$ cat config.mk
export PLATFORM = sky130hd
export DESIGN_NAME = seg_scan_decoder
export DESIGN_NICKNAME = d
export VERILOG_FILES = /design/src/rtl/seg_scan_decoder.sv
export SDC_FILE = /design/constraint.sdc
export NUM_CORES = 1
export LEC_CHECK = 0
export ABC_AREA = 1
export CAP_MARGIN = 20
export CORE_UTILIZATION = 58
export DETAILED_ROUTE_END_ITERATION = 12
export HOLD_SLACK_MARGIN = 0.12
export PLACE_DENSITY = 0.85
export SETUP_SLACK_MARGIN = 0.1
export SKIP_LAST_GASP = 1
export SYNTH_ARGS = -nofsm -noshare
export SYNTH_HDL_FRONTEND = slang
export SYNTH_SLANG_ARGS = --single-unit
$ cat constraint.sdc
create_clock -name clk -period 6.8 [get_ports clk]
set_clock_uncertainty 0.15 [all_clocks]
set_input_delay 2.04 -clock clk [delete_from_list [all_inputs] [get_ports clk]]
set_output_delay 2.04 -clock clk [all_outputs]
set_load 0.05 [all_outputs]
$ cat src/rtl/seg_scan_decoder.sv
// seg_scan_decoder: readback monitor for a multiplexed 4-digit seven-segment bus.
// Samples the active-low anode/cathode lines, waits for each digit slot to hold
// steady, decodes the segment pattern back to BCD and rebuilds the MM:SS frame.
// Optional blink detection is compiled in when BLINK_DETECT_EN is defined;
// without it, blinking is tied low and no blink logic exists.
module seg_scan_decoder #(
  parameter int unsigned SETTLE_CYC = 16,
  parameter int unsigned BLINK_WIN  = 256
) (
  input  logic        clk,
  input  logic        rst,
  input  logic [3:0]  anode_vec,
  input  logic [7:0]  cathode_vec,
  output logic [15:0] digits,
  output logic [3:0]  digit_valid,
  output logic [3:0]  blank,
  output logic        frame_done,
  output logic        err_seg,
  output logic        err_anode,
  output logic [3:0]  blinking
);

  typedef enum logic [1:0] {
    ST_IDLE    = 2'd0,
    ST_SETTLE  = 2'd1,
    ST_CAPTURE = 2'd2,
    ST_HOLD    = 2'd3
  } state_e;

  localparam int unsigned CW = (SETTLE_CYC > 1) ? $clog2(SETTLE_CYC) : 1;
  localparam logic [CW-1:0] CNT_LAST = CW'(SETTLE_CYC - 1);

  // Number of anode lines driven low (active digits).
  function automatic logic [2:0] low_count(input logic [3:0] a);
    logic [2:0] n;
    n = 3'd0;
    for (int i = 0; i < 4; i++) n = n + {2'b00, ~a[i]};
    return n;
  endfunction

  // Slot index of a one-hot-low anode word.
  function automatic logic [1:0] slot_of(input logic [3:0] a);
    case (a)
      4'b1110: return 2'd0;
      4'b1101: return 2'd1;
      4'b1011: return 2'd2;
      4'b0111: return 2'd3;
      default: return 2'd0;
    endcase
  endfunction

  // Segment pattern (active-high, g..a) to {hit, bcd}.
  function automatic logic [4:0] seg_decode(input logic [6:0] seg);
    case (seg)
      7'h3F:   return {1'b1, 4'd0};
      7'h06:   return {1'b1, 4'd1};
      7'h5B:   return {1'b1, 4'd2};
      7'h4F:   return {1'b1, 4'd3};
      7'h66:   return {1'b1, 4'd4};
      7'h6D:   return {1'b1, 4'd5};
      7'h7D:   return {1'b1, 4'd6};
      7'h07:   return {1'b1, 4'd7};
      7'h7F:   return {1'b1, 4'd8};
      7'h6F:   return {1'b1, 4'd9};
      default: return {1'b0, 4'd0};
    endcase
  endfunction

  logic [3:0]    anode_q, anode_prev_q;
  logic [6:0]    cath_q, cath_prev_q;
  state_e        state_q, state_d;
  logic [CW-1:0] cnt_q, cnt_d;
  logic [15:0]   digits_q, digits_d;
  logic [3:0]    valid_q, valid_d, blank_q, blank_d, mask_q, mask_d, mask_new_s;
  logic          frame_done_q, frame_done_d, err_seg_q, err_seg_d, err_anode_q, err_anode_d;
  logic          one_hot_s, multi_s, prev_multi_s, in_chg_s, anode_chg_s;
  logic          cap_s, cap_blank_s;
  logic [1:0]    cap_slot_s;
  logic [6:0]    cap_seg_s;
  logic [4:0]    cap_dec_s;
  logic          dp_unused_s;

  assign dp_unused_s  = cathode_vec[7];
  assign one_hot_s    = (low_count(anode_q) == 3'd1);
  assign multi_s      = (low_count(anode_q) > 3'd1);
  assign prev_multi_s = (low_count(anode_prev_q) > 3'd1);
  assign in_chg_s     = ({anode_q, cath_q} != {anode_prev_q, cath_prev_q});
  assign anode_chg_s  = (anode_q != anode_prev_q);

  // In CAPTURE the previous sample is the value that was proven stable in SETTLE.
  assign cap_s       = (state_q == ST_CAPTURE);
  assign cap_seg_s   = ~cath_prev_q;
  assign cap_dec_s   = seg_decode(cap_seg_s);
  assign cap_blank_s = (cap_seg_s == 7'h00);
  assign cap_slot_s  = slot_of(anode_prev_q);
  assign mask_new_s  = mask_q | (4'b0001 << cap_slot_s);

  // Input stage plus one-cycle-delayed copy used for change detection.
  always_ff @(posedge clk or negedge rst) begin
    if (!rst) begin
      anode_q      <= 4'hF;
      cath_q       <= 7'h7F;
      anode_prev_q <= 4'hF;
      cath_prev_q  <= 7'h7F;
    end else begin
      anode_q      <= anode_vec;
      cath_q       <= cathode_vec[6:0];
      anode_prev_q <= anode_q;
      cath_prev_q  <= cath_q;
    end
  end

  // Scan FSM next-state and settle counter.
  always_comb begin
    state_d = state_q;
    cnt_d   = cnt_q;
    case (state_q)
      ST_IDLE: begin
        cnt_d = {CW{1'b0}};
        if (one_hot_s) state_d = ST_SETTLE;
        else           state_d = ST_IDLE;
      end
      ST_SETTLE: begin
        if (in_chg_s) begin
          cnt_d = {CW{1'b0}};
          if (one_hot_s) state_d = ST_SETTLE;
          else           state_d = ST_IDLE;
        end else if (cnt_q == CNT_LAST) begin
          cnt_d   = {CW{1'b0}};
          state_d = ST_CAPTURE;
        end else begin
          cnt_d = cnt_q + 1'b1;
        end
      end
      // A digit switch landing during CAPTURE must not be lost in HOLD.
      ST_CAPTURE, ST_HOLD: begin
        cnt_d = {CW{1'b0}};
        if (anode_chg_s) begin
          if (one_hot_s) state_d = ST_SETTLE;
          else           state_d = ST_IDLE;
        end else begin
          state_d = ST_HOLD;
        end
      end
      default: begin
        state_d = ST_IDLE;
        cnt_d   = {CW{1'b0}};
      end
    endcase
  end

  // FSM state register.
  always_ff @(posedge clk or negedge rst) begin
    if (!rst) begin
      state_q <= ST_IDLE;
      cnt_q   <= {CW{1'b0}};
    end else begin
      state_q <= state_d;
      cnt_q   <= cnt_d;
    end
  end

  // Capture update of digit outputs, frame mask and error pulses.
  always_comb begin
    digits_d     = digits_q;
    valid_d      = valid_q;
    blank_d      = blank_q;
    mask_d       = mask_q;
    frame_done_d = 1'b0;
    err_seg_d    = 1'b0;
    err_anode_d  = multi_s && !prev_multi_s;
    if (cap_s) begin
      if (cap_dec_s[4]) begin
        digits_d[{cap_slot_s, 2'b00} +: 4] = cap_dec_s[3:0];
        valid_d[cap_slot_s] = 1'b1;
        blank_d[cap_slot_s] = 1'b0;
      end else if (cap_blank_s) begin
        blank_d[cap_slot_s] = 1'b1;
      end else begin
        err_seg_d = 1'b1;
      end
      if (mask_new_s == 4'hF) begin
        frame_done_d = 1'b1;
        mask_d       = 4'h0;
      end else begin
        mask_d = mask_new_s;
      end
    end else begin
      mask_d = mask_q;
    end
  end

  // Registered outputs and frame mask.
  always_ff @(posedge clk or negedge rst) begin
    if (!rst) begin
      digits_q     <= 16'h0000;
      valid_q      <= 4'h0;
      blank_q      <= 4'h0;
      mask_q       <= 4'h0;
      frame_done_q <= 1'b0;
      err_seg_q    <= 1'b0;
      err_anode_q  <= 1'b0;
    end else begin
      digits_q     <= digits_d;
      valid_q      <= valid_d;
      blank_q      <= blank_d;
      mask_q       <= mask_d;
      frame_done_q <= frame_done_d;
      err_seg_q    <= err_seg_d;
      err_anode_q  <= err_anode_d;
    end
  end

  assign digits      = digits_q;
  assign digit_valid = valid_q;
  assign blank       = blank_q;
  assign frame_done  = frame_done_q;
  assign err_seg     = err_seg_q;
  assign err_anode   = err_anode_q;

`ifdef BLINK_DETECT_EN
  localparam int unsigned BW = (BLINK_WIN > 1) ? $clog2(BLINK_WIN) : 1;
  localparam logic [BW-1:0] BCNT_LAST = BW'(BLINK_WIN - 1);

  logic [3:0]         blink_q, blink_d, tog_q, tog_d, toggle_s;
  logic [3:0][BW-1:0] bcnt_q, bcnt_d;

  // Per-digit blink tracking: two blank/lit toggles inside the window mark blinking.
  always_comb begin
    blink_d = blink_q;
    tog_d   = tog_q;
    bcnt_d  = bcnt_q;
    for (int i = 0; i < 4; i++) begin
      toggle_s[i] = cap_s && (cap_slot_s == 2'(i)) &&
                    ((cap_dec_s[4] && blank_q[i]) || (cap_blank_s && !blank_q[i]));
      if (toggle_s[i]) begin
        bcnt_d[i] = {BW{1'b0}};
        if (tog_q[i]) blink_d[i] = 1'b1;
        else          tog_d[i]   = 1'b1;
      end else begin
        if (frame_done_q && (bcnt_q[i] != BCNT_LAST)) bcnt_d[i] = bcnt_q[i] + 1'b1;
        else                                          bcnt_d[i] = bcnt_q[i];
        if (bcnt_d[i] == BCNT_LAST) begin
          blink_d[i] = 1'b0;
          tog_d[i]   = 1'b0;
        end else begin
          blink_d[i] = blink_q[i];
        end
      end
    end
  end

  // Blink state registers.
  always_ff @(posedge clk or negedge rst) begin
    if (!rst) begin
      blink_q <= 4'h0;
      tog_q   <= 4'h0;
      bcnt_q  <= '0;
    end else begin
      blink_q <= blink_d;
      tog_q   <= tog_d;
      bcnt_q  <= bcnt_d;
    end
  end

  assign blinking = blink_q;
`else
  assign blinking = 4'b0000;
`endif

endmodule

==> results of run 1 <==
-- final cells by class --
cell class	instances	area, sq um	area share
clock buffers	12	155	0.0432
clock inverters	4	72.6	0.0202
inverters	32	120	0.0334
multi-input cells	213	1260	0.352
flip-flops and latches	59	1500	0.419
well taps	67	83.8	0.0233
repair buffers	40	393	0.109
-- path summary, 6_finish.rpt --
check | slack [ns] | to | cells past startpoint
max in group asynchronous | 4.34 | digits[15] | 2
min in group asynchronous | 1.67 | digit_valid[0] | 2
max reg2reg | 4.24 | digits[3] | 8
min | 0.22 | cath_prev_q[3] | 0
min reg2reg | 0.22 | cath_prev_q[3] | 0
max | 3.08 | blank[0] | 1
-- kinds of logic (layout without fill, tap and decap cells) --
| kind of cell | Yosys count | in the layout | synth area share |
|---|---|---|---|
| AO/OA/AOI/OAI | 39 | 39 | 0.0801 |
| flip-flops | 59 | 59 | 0.510 |
| AND/OR/NAND/NOR | 146 | 146 | 0.246 |
| XOR/XNOR | 8 | 8 | 0.0237 |
| buffers and inverters | 40 | 88 | 0.0661 |
| other | 1 | 4 | 0.00127 |
| adder cells (fa/ha/maj) | 16 | 16 | 0.0729 |
-- cells in the mapped netlist, types with 2 or more instances --
cell | number | area, sq um
a21oi_1 | 10 | 50.1
buf_4 | 4 | 30.0
buf_6 | 2 | 22.5
dfrtp_1 | 37 | 926
dfstp_2 | 22 | 578
fa_1 | 2 | 40.0
ha_1 | 14 | 175
inv_1 | 26 | 97.6
inv_2 | 6 | 22.5
nand2_1 | 62 | 233
nand2_2 | 6 | 37.5
nand3_1 | 13 | 65.1
nand3_4 | 3 | 52.6
nand4_1 | 11 | 68.8
nor2_1 | 37 | 139
nor2_2 | 3 | 18.8
nor2_4 | 3 | 33.8
nor3_1 | 2 | 10.0
o21ai_0 | 4 | 20.0
o21ai_1 | 14 | 70.1
o21ba_2 | 3 | 30.0
o21bai_1 | 3 | 22.5
o22ai_1 | 2 | 12.5
xnor2_1 | 5 | 43.8
xor2_1 | 3 | 26.3
-- per-stage QoR --
step           setup WS, ns  hold slack, ns  instance area [sq um]
5_1_grt                3.04           0.233                   3590
3_3_place_gp           3.45           0.210                   3360
4_1_cts                3.08           0.222                   3590
6_report               3.08           0.216                   3590
2_1_floorplan          4.01           0.209                   2960
3_5_place_dp           3.44           0.213                   3360
-- power by group through the flow --
| stage | clock network (mW) | logic, mW | registers [mW] |
|---|---|---|---|
| after floorplan | 0 | 0.0465 | 0.382 |
| after global placement | 0 | 0.0656 | 0.381 |
| after detailed placement | 0 | 0.0673 | 0.381 |
| after CTS | 0.368 | 0.0683 | 0.376 |
| after global routing | 0.384 | 0.0773 | 0.377 |
| final | 0.362 | 0.0675 | 0.376 |
-- flip-flops by register name (all words and copies together), names as in the netlist, named ones only --
register,cells
mask_q,4
frame_done,1
digits,16
digit_valid,4
err_anode,1
cath_q,7
state_q,2
anode_q,4
err_seg,1
cath_prev_q,7
cnt_q,4
anode_prev_q,4
-- layer usage --
layer,vias up,GRT usage,wire [um]
met5,-,0,0
met2,61,0.355,2510
met1,1042,0.295,2340
met4,0,0.0962,113
li1,1090,-,-
met3,13,0.0617,246
==> results.yml, run 1 <==
drt:
  drt-total-wl_um: 5210
  drc_errors: 0
  first_pass_iters: 5
  ant_nets: 0
  drt_iter0_markers: 114
  wl_per_cell_um: 12.2
  viasPerCell: 5.17
  num_vias: 2206
worst_setup_path:
  worstPathBufferInverterCount: 1
  worstPathCellList: "clkdlybuf4s50_1"
  crit_family: "buffers and inverters"
  cp-end-kind: "output pin"
  path_max_fanout: 2
  cp_slowest_stage_delay_ns: 0.81
  start_kind: "flip-flop"
  worstPathArrival_ns: 1.53
  worstPathRequired_ns: 4.61
  cp_slowest_cell: "clkdlybuf4s50_1"
  regToRegStartpoint: "anode_prev_q[0]"
  path_class: "flip-flop to output pin"
cells_and_area:
  diodes: 0
  final_cells: 427
  fillers: 361
  fin_util: 0.746
  layout_commonest_cell: "nand2_1"
  final_layout_size_suffix_gt1_frac: 0.189
  final_cell_mix: "nand2_1 (62), clkdlybuf4s50_1 (38), nor2_1 (37), dfrtp_1 (37), inv_1 (26)"
  finalNetCount: 385
  syn2layout_area_growth_pct: 21.7
pwr:
  vdd_drop_max_uv: 183
  power_frac_seq: 0.466
  intPower_mw: 0.615
  cellLeakagePower_nw: 1.60
  p_comb_frac: 0.084
  p_sw_mw: 0.191
  clkPwrFrac: 0.450
  finalPower_mw: 0.805
  p_sw_frac: 0.237
  power_density_nw_per_um2: 224
placed_design:
  place_hpwl_um: 3690
  place_inst: 411
  portBuffers: 39
  gp_congestion: 0.862
synth:
  postSynthAreaPerCell_sq_um: 9.55
  ys_seq_elements: 59
  ys_types: 37
  ys_warn_count: 0
  syn_inst: 309
  synth_edf_count: 0
  async_flop_share: 1.00
  synth_area_sq_um: 2950
  ys_seq_area_frac: 0.510
  yosys_most_used_dff: "dfrtp_1"
grt:
  grt_pass1_vias: 2084
  antenna_found_initial: 0
  grt_pass1_wl_um: 9030
  grt_usage: 0.225
  grt_max_degree: 60
  overflow: 0
clock_tree:
  cts.sinks: 59
  cts_root_buffer: "clkbuf_8"
  cts-buffers-inserted: 9
  post-cts-setup-buffers: 0
  cts_tree: "built"
  cts.htree.levels: 3
  clk_path_buf_depth: 2
  clk_pin_slew_ns: 0.07
  post_cts_resized: 0
  clk_latency_ns: 0.34
  ctsHoldBuffers: 0
run_status:
  status: "finished, final reports clean"
floorplan:
  die_width_um: 73.3
  placementRows: 25
  initial_core_util: 0.613
  die_y_um: 73.3
  ios: 45
  coreArea_sq_um: 4820
  die-area_sq_um: 5380
timing:
  timing.final.crit_share: 0.547
  slew_headroom: 0.525
  tightest_slew_ns: 0.712
  hold_viol_final: 0
  finalSetupViolations: 0
  finalCriticalPeriod_ns: 3.72
  tns_ns: 0
  report.final.slew_viol_count: 0
  grt_setup_unrepaired: "false"
  max_freq_mhz: 269
hold_path:
  hold_start: "cath_q[3]"
  worstHoldPathType: "flip-flop to flip-flop"
job:
  maxCapViolations: 0
(Power assumes the default switching activity.)
==> run 2, diff against run 1 <==
CORE_UTILIZATION = 54   (was 58)
PLACE_DENSITY = 0.8   (was 0.85)
clock period = 3.6 ns   (was 6.8 ns; I/O delays follow)
==> run 2 against run 1 <==
Sequential cell count did not move; first-iteration DRC count rose by 12%; wire length rose by 0.92%; sequential share of layout area fell by 0.12 points; setup slack got worse by 2.3 ns; sequential power rose by 89%; largest cell class unchanged; largest power group unchanged; highest routed layer unchanged.
==> results.yml, run 2 (synthesis gave the netlist of run 1 again) <==
clock_tree:
  post_cts_resized: 0
  clk_latency_ns: 0.34
  clk_pin_slew_ns: 0.07
  cts_root_buffer: "clkbuf_8"
  cts.sinks: 59
  ctsHoldBuffers: 0
  cts.htree.levels: 3
  clk_path_buf_depth: 2
  cts-buffers-inserted: 9
  post-cts-setup-buffers: 0
  cts_tree: "built"
worst_setup_path:
  cp_slowest_stage_delay_ns: 0.82
  reg2reg_slack_ns: 0.96
  cp-endpoint: "blank[1]"
  cp-end-kind: "output pin"
  cp_slowest_cell: "clkdlybuf4s50_1"
  rr_endpoint: "digits[3]"
  crit_family: "buffers and inverters"
  start_kind: "flip-flop"
  worstPathRequired_ns: 2.37
  path_max_fanout: 2
  reg2reg_depth: 8
  worstPathBufferInverterCount: 1
  worstPathArrival_ns: 1.54
  regToRegStartpoint: "anode_prev_q[0]"
  cp.depth: 1
  worstPathCellList: "clkdlybuf4s50_1"
  path_class: "flip-flop to output pin"
drt:
  viasPerCell: 5.06
  ant_nets: 0
  drt-total-wl_um: 5260
  wl_per_cell_um: 12.2
  drt_iter0_markers: 128
  first_pass_iters: 4
  drc_errors: 0
  num_vias: 2181
floorplan:
  die-area_sq_um: 5770
  die_y_um: 75.9
  ios: 45
  die_width_um: 75.9
  initial_core_util: 0.571
  coreArea_sq_um: 5170
  placementRows: 26
cells_and_area:
  largest_reg_flops: 16
  diodes: 0
  final_layout_size_suffix_gt1_frac: 0.194
  final_cell_mix: "nand2_1 (62), clkdlybuf4s50_1 (38), nor2_1 (37), dfrtp_1 (37), inv_1 (26)"
  syn2layout_area_growth_pct: 22.0
  finalNetCount: 386
  fillers: 394
  fin_util: 0.696
  final_area_sq_um: 3600
  layout_commonest_cell: "nand2_1"
timing:
  tns_ns: 0
  max_freq_mhz: 361
  grt_setup_unrepaired: "false"
  slew_headroom: 0.650
  tightest_slew_ns: 0.520
  finalSetupViolations: 0
  timing.final.crit_share: 0.770
  finalCriticalPeriod_ns: 2.77
  report.final.slew_viol_count: 0
  hold_viol_final: 0
pwr:
  vdd_drop_max_uv: 325
  cellLeakagePower_nw: 1.61
  power_density_nw_per_um2: 421
  finalPower_mw: 1.52
grt:
  grt_pass1_vias: 2130
  grt_busiest_layer: "met2"
  use_met1: 0.269
  overflow: 0
  grt_max_degree: 31
  grt_usage: 0.211
  use_met3: 0.0482
  grt_pass1_wl_um: 9540
  antenna_found_initial: 0
  gr-usage-met2: 0.345
placed_design:
  portBuffers: 39
  dpl_cell_area_sq_um: 3380
  gp_congestion: 0.932
  place_hpwl_um: 3850
job:
  maxCapViolations: 0
hold_path:
  hold_start: "cath_q[3]"
  holdPathStages: 0
  worstHoldPathType: "flip-flop to flip-flop"
run_status:
  status: "finished, final reports clean"
==> run 2: how the worst min path moves through the flow <==
stage	slack (ns)	end
floorplan	0.21	cath_prev_q[3]
global placement	0.21	cath_prev_q[3]
detailed placement	0.21	cath_prev_q[4]
CTS	0.22	cath_prev_q[3]
global route	0.23	cath_prev_q[4]
finish	0.22	cath_prev_q[3]
==> run 2: power breakdown <==
part           internal (mW)  leakage [nW]  switching (mW)  total, mW
combinational         0.0446         0.746          0.0846      0.129
clock                  0.423         0.119           0.256      0.680
sequential             0.691         0.747          0.0186      0.709
==> run 2: per-layer routing <==
layer,routed length [um],share of wire,up-vias
li1,-,-,1088
met1,2370,0.45,1024
met2,2550,0.49,58
met3,235,0.045,11
met4,95,0.018,0
met5,0,0,-
==> run 2: final cells by class <==
cell class,count,area [sq um],area share
tap,70,87.6,0.0243
inverter,32,120,0.0333
timing repair buffer,41,400,0.111
sequential,59,1500,0.418
clock buffer,11,151,0.0420
clock inverter,5,75.1,0.0208
multi-input combinational,213,1260,0.351
==> run 2: through the flow <==
stage	worst slack (ns)	instances	hold WS, ns
2_1_floorplan	1.29	312	0.209
3_3_place_gp	1.07	415	0.211
3_5_place_dp	0.996	415	0.213
4_1_cts	0.819	431	0.222
5_1_grt	0.700	431	0.227
6_report	0.829	431	0.216
==> run 3, diff against run 2 <==
clock period = 2.9 ns   (was 3.6 ns; I/O delays follow)
==> run 3 against run 2 <==
Total power up 19%; sequential cell count is the same; setup slack worse by 0.49 ns; hold slack worse by 0.0015 ns; wire length fell by 2.3%; sequential power is 24% higher; largest cell class unchanged; largest power group unchanged; highest routed layer unchanged.
==> results.yml, run 3 (synthesis gave the netlist of run 1 again) <==
floorplan:
  initial_core_util: 0.571
  die-area_sq_um: 5770
  die_width_um: 75.9
  placementRows: 26
  die_y_um: 75.9
  coreArea_sq_um: 5170
  ios: 45
cells_and_area:
  final_cells: 432
  final_layout_size_suffix_gt1_frac: 0.191
  finalNetCount: 387
  fin_util: 0.694
  final_area_sq_um: 3590
  final_cell_mix: "nand2_1 (62), clkdlybuf4s50_1 (38), nor2_1 (37), dfrtp_1 (37), inv_1 (26)"
  layout_commonest_cell: "nand2_1"
  diodes: 0
  fillers: 392
  largest_reg_flops: 16
  syn2layout_area_growth_pct: 21.7
drt:
  wl_per_cell_um: 11.9
  first_pass_iters: 4
  num_vias: 2143
  viasPerCell: 4.96
  drt-total-wl_um: 5140
  drt_iter0_markers: 115
  drc_errors: 0
  ant_nets: 0
pwr:
  power_density_nw_per_um2: 503
  cellLeakagePower_nw: 1.61
  finalPower_mw: 1.81
  vdd_drop_max_uv: 465
clock_tree:
  cts-buffers-inserted: 9
  cts.htree.levels: 3
  post_cts_resized: 0
  ctsHoldBuffers: 0
  cts_tree: "built"
  cts.sinks: 59
  clk_pin_slew_ns: 0.06
  clk_path_buf_depth: 2
  cts_root_buffer: "clkbuf_8"
  clk_latency_ns: 0.33
  post-cts-setup-buffers: 0
timing:
  hold_ws_ns: 0.214
  slew_headroom: 0.535
  tns_ns: 0
  timing.final.crit_share: 0.883
  finalSetupViolations: 0
  report.final.slew_viol_count: 0
  hold_viol_final: 0
  finalCriticalPeriod_ns: 2.56
  worst_slack_ns: 0.339
  tightest_slew_ns: 0.697
  max_freq_mhz: 390
  grt_setup_unrepaired: "false"
worst_setup_path:
  worstPathArrival_ns: 1.54
  cp-end-kind: "output pin"
  worstPathBufferInverterCount: 1
  path_class: "flip-flop to output pin"
  reg2reg_slack_ns: 0.46
  path_max_fanout: 2
  worstPathRequired_ns: 1.88
  cp_slowest_stage_delay_ns: 0.82
  rr_endpoint: "digits[3]"
  worstPathCellList: "clkdlybuf4s50_1"
  crit_family: "buffers and inverters"
  start_kind: "flip-flop"
  reg2reg_depth: 10
  regToRegStartpoint: "anode_prev_q[1]"
  cp_slowest_cell: "clkdlybuf4s50_1"
run_status:
  status: "finished, final reports clean"
grt:
  grt_max_degree: 60
  grt_usage: 0.205
  overflow: 0
  grt_pass1_wl_um: 9180
  antenna_found_initial: 0
  grt_pass1_vias: 2055
hold_path:
  holdPathEnd: "cath_prev_q[3]"
  worstHoldPathType: "flip-flop to flip-flop"
  hold_start: "cath_q[3]"
  holdPathStages: 0
placed_design:
  dpl_cell_area_sq_um: 3380
  portBuffers: 39
  place_inst: 416
  pre_cts_slack_ns: 0.466
  place_hpwl_um: 3710
  gp_congestion: 0.907
job:
  maxCapViolations: 0
-- run 3: changes by cell type in the layout (fill, tap and decap cells not counted) --
cell / delta
clkbuf_8: +1
bufinv_16: -1
clkinv_2: -2
buf_4: +1
clkbuf_1: +2
-- run 3: power by group --
part | internal [mW] | total [mW] | switching [mW]
combinational | 0.0562 | 0.161 | 0.104
sequential | 0.858 | 0.881 | 0.0232
clock | 0.467 | 0.767 | 0.300
total | 1.38 | 1.81 | 0.428
-- run 3: area by class of cell --
cell class | count | area [sq um] | share of cell area
Multi-Input combinational cell | 213 | 1260 | 0.352
Inverter | 32 | 120 | 0.0334
Clock inverter | 2 | 35.0 | 0.00976
Tap cell | 70 | 87.6 | 0.0244
Clock buffer | 14 | 173 | 0.0481
Timing Repair Buffer | 42 | 408 | 0.114
Sequential cell | 59 | 1500 | 0.419
-- run 3: how the worst max path moves through the flow --
stage	start	cells past startpoint	to
after floorplan	anode_prev_q[0]	9	digits[2]
after global placement	anode_prev_q[0]	8	digits[3]
after global routing	anode_prev_q[0]	8	digits[3]
after detailed placement	anode_prev_q[1]	10	digits[3]
final	flip-flop	1	blank[2]
after CTS	flip-flop	1	blank[2]
-- run 3: metal layers --
metal	up-vias	global-route usage	part of all wire
li1	1087	-	-
met1	993	0.253	0.45
met2	54	0.336	0.49
met3	9	0.0602	0.045
met4	0	0.0865	0.017
met5	-	0	0
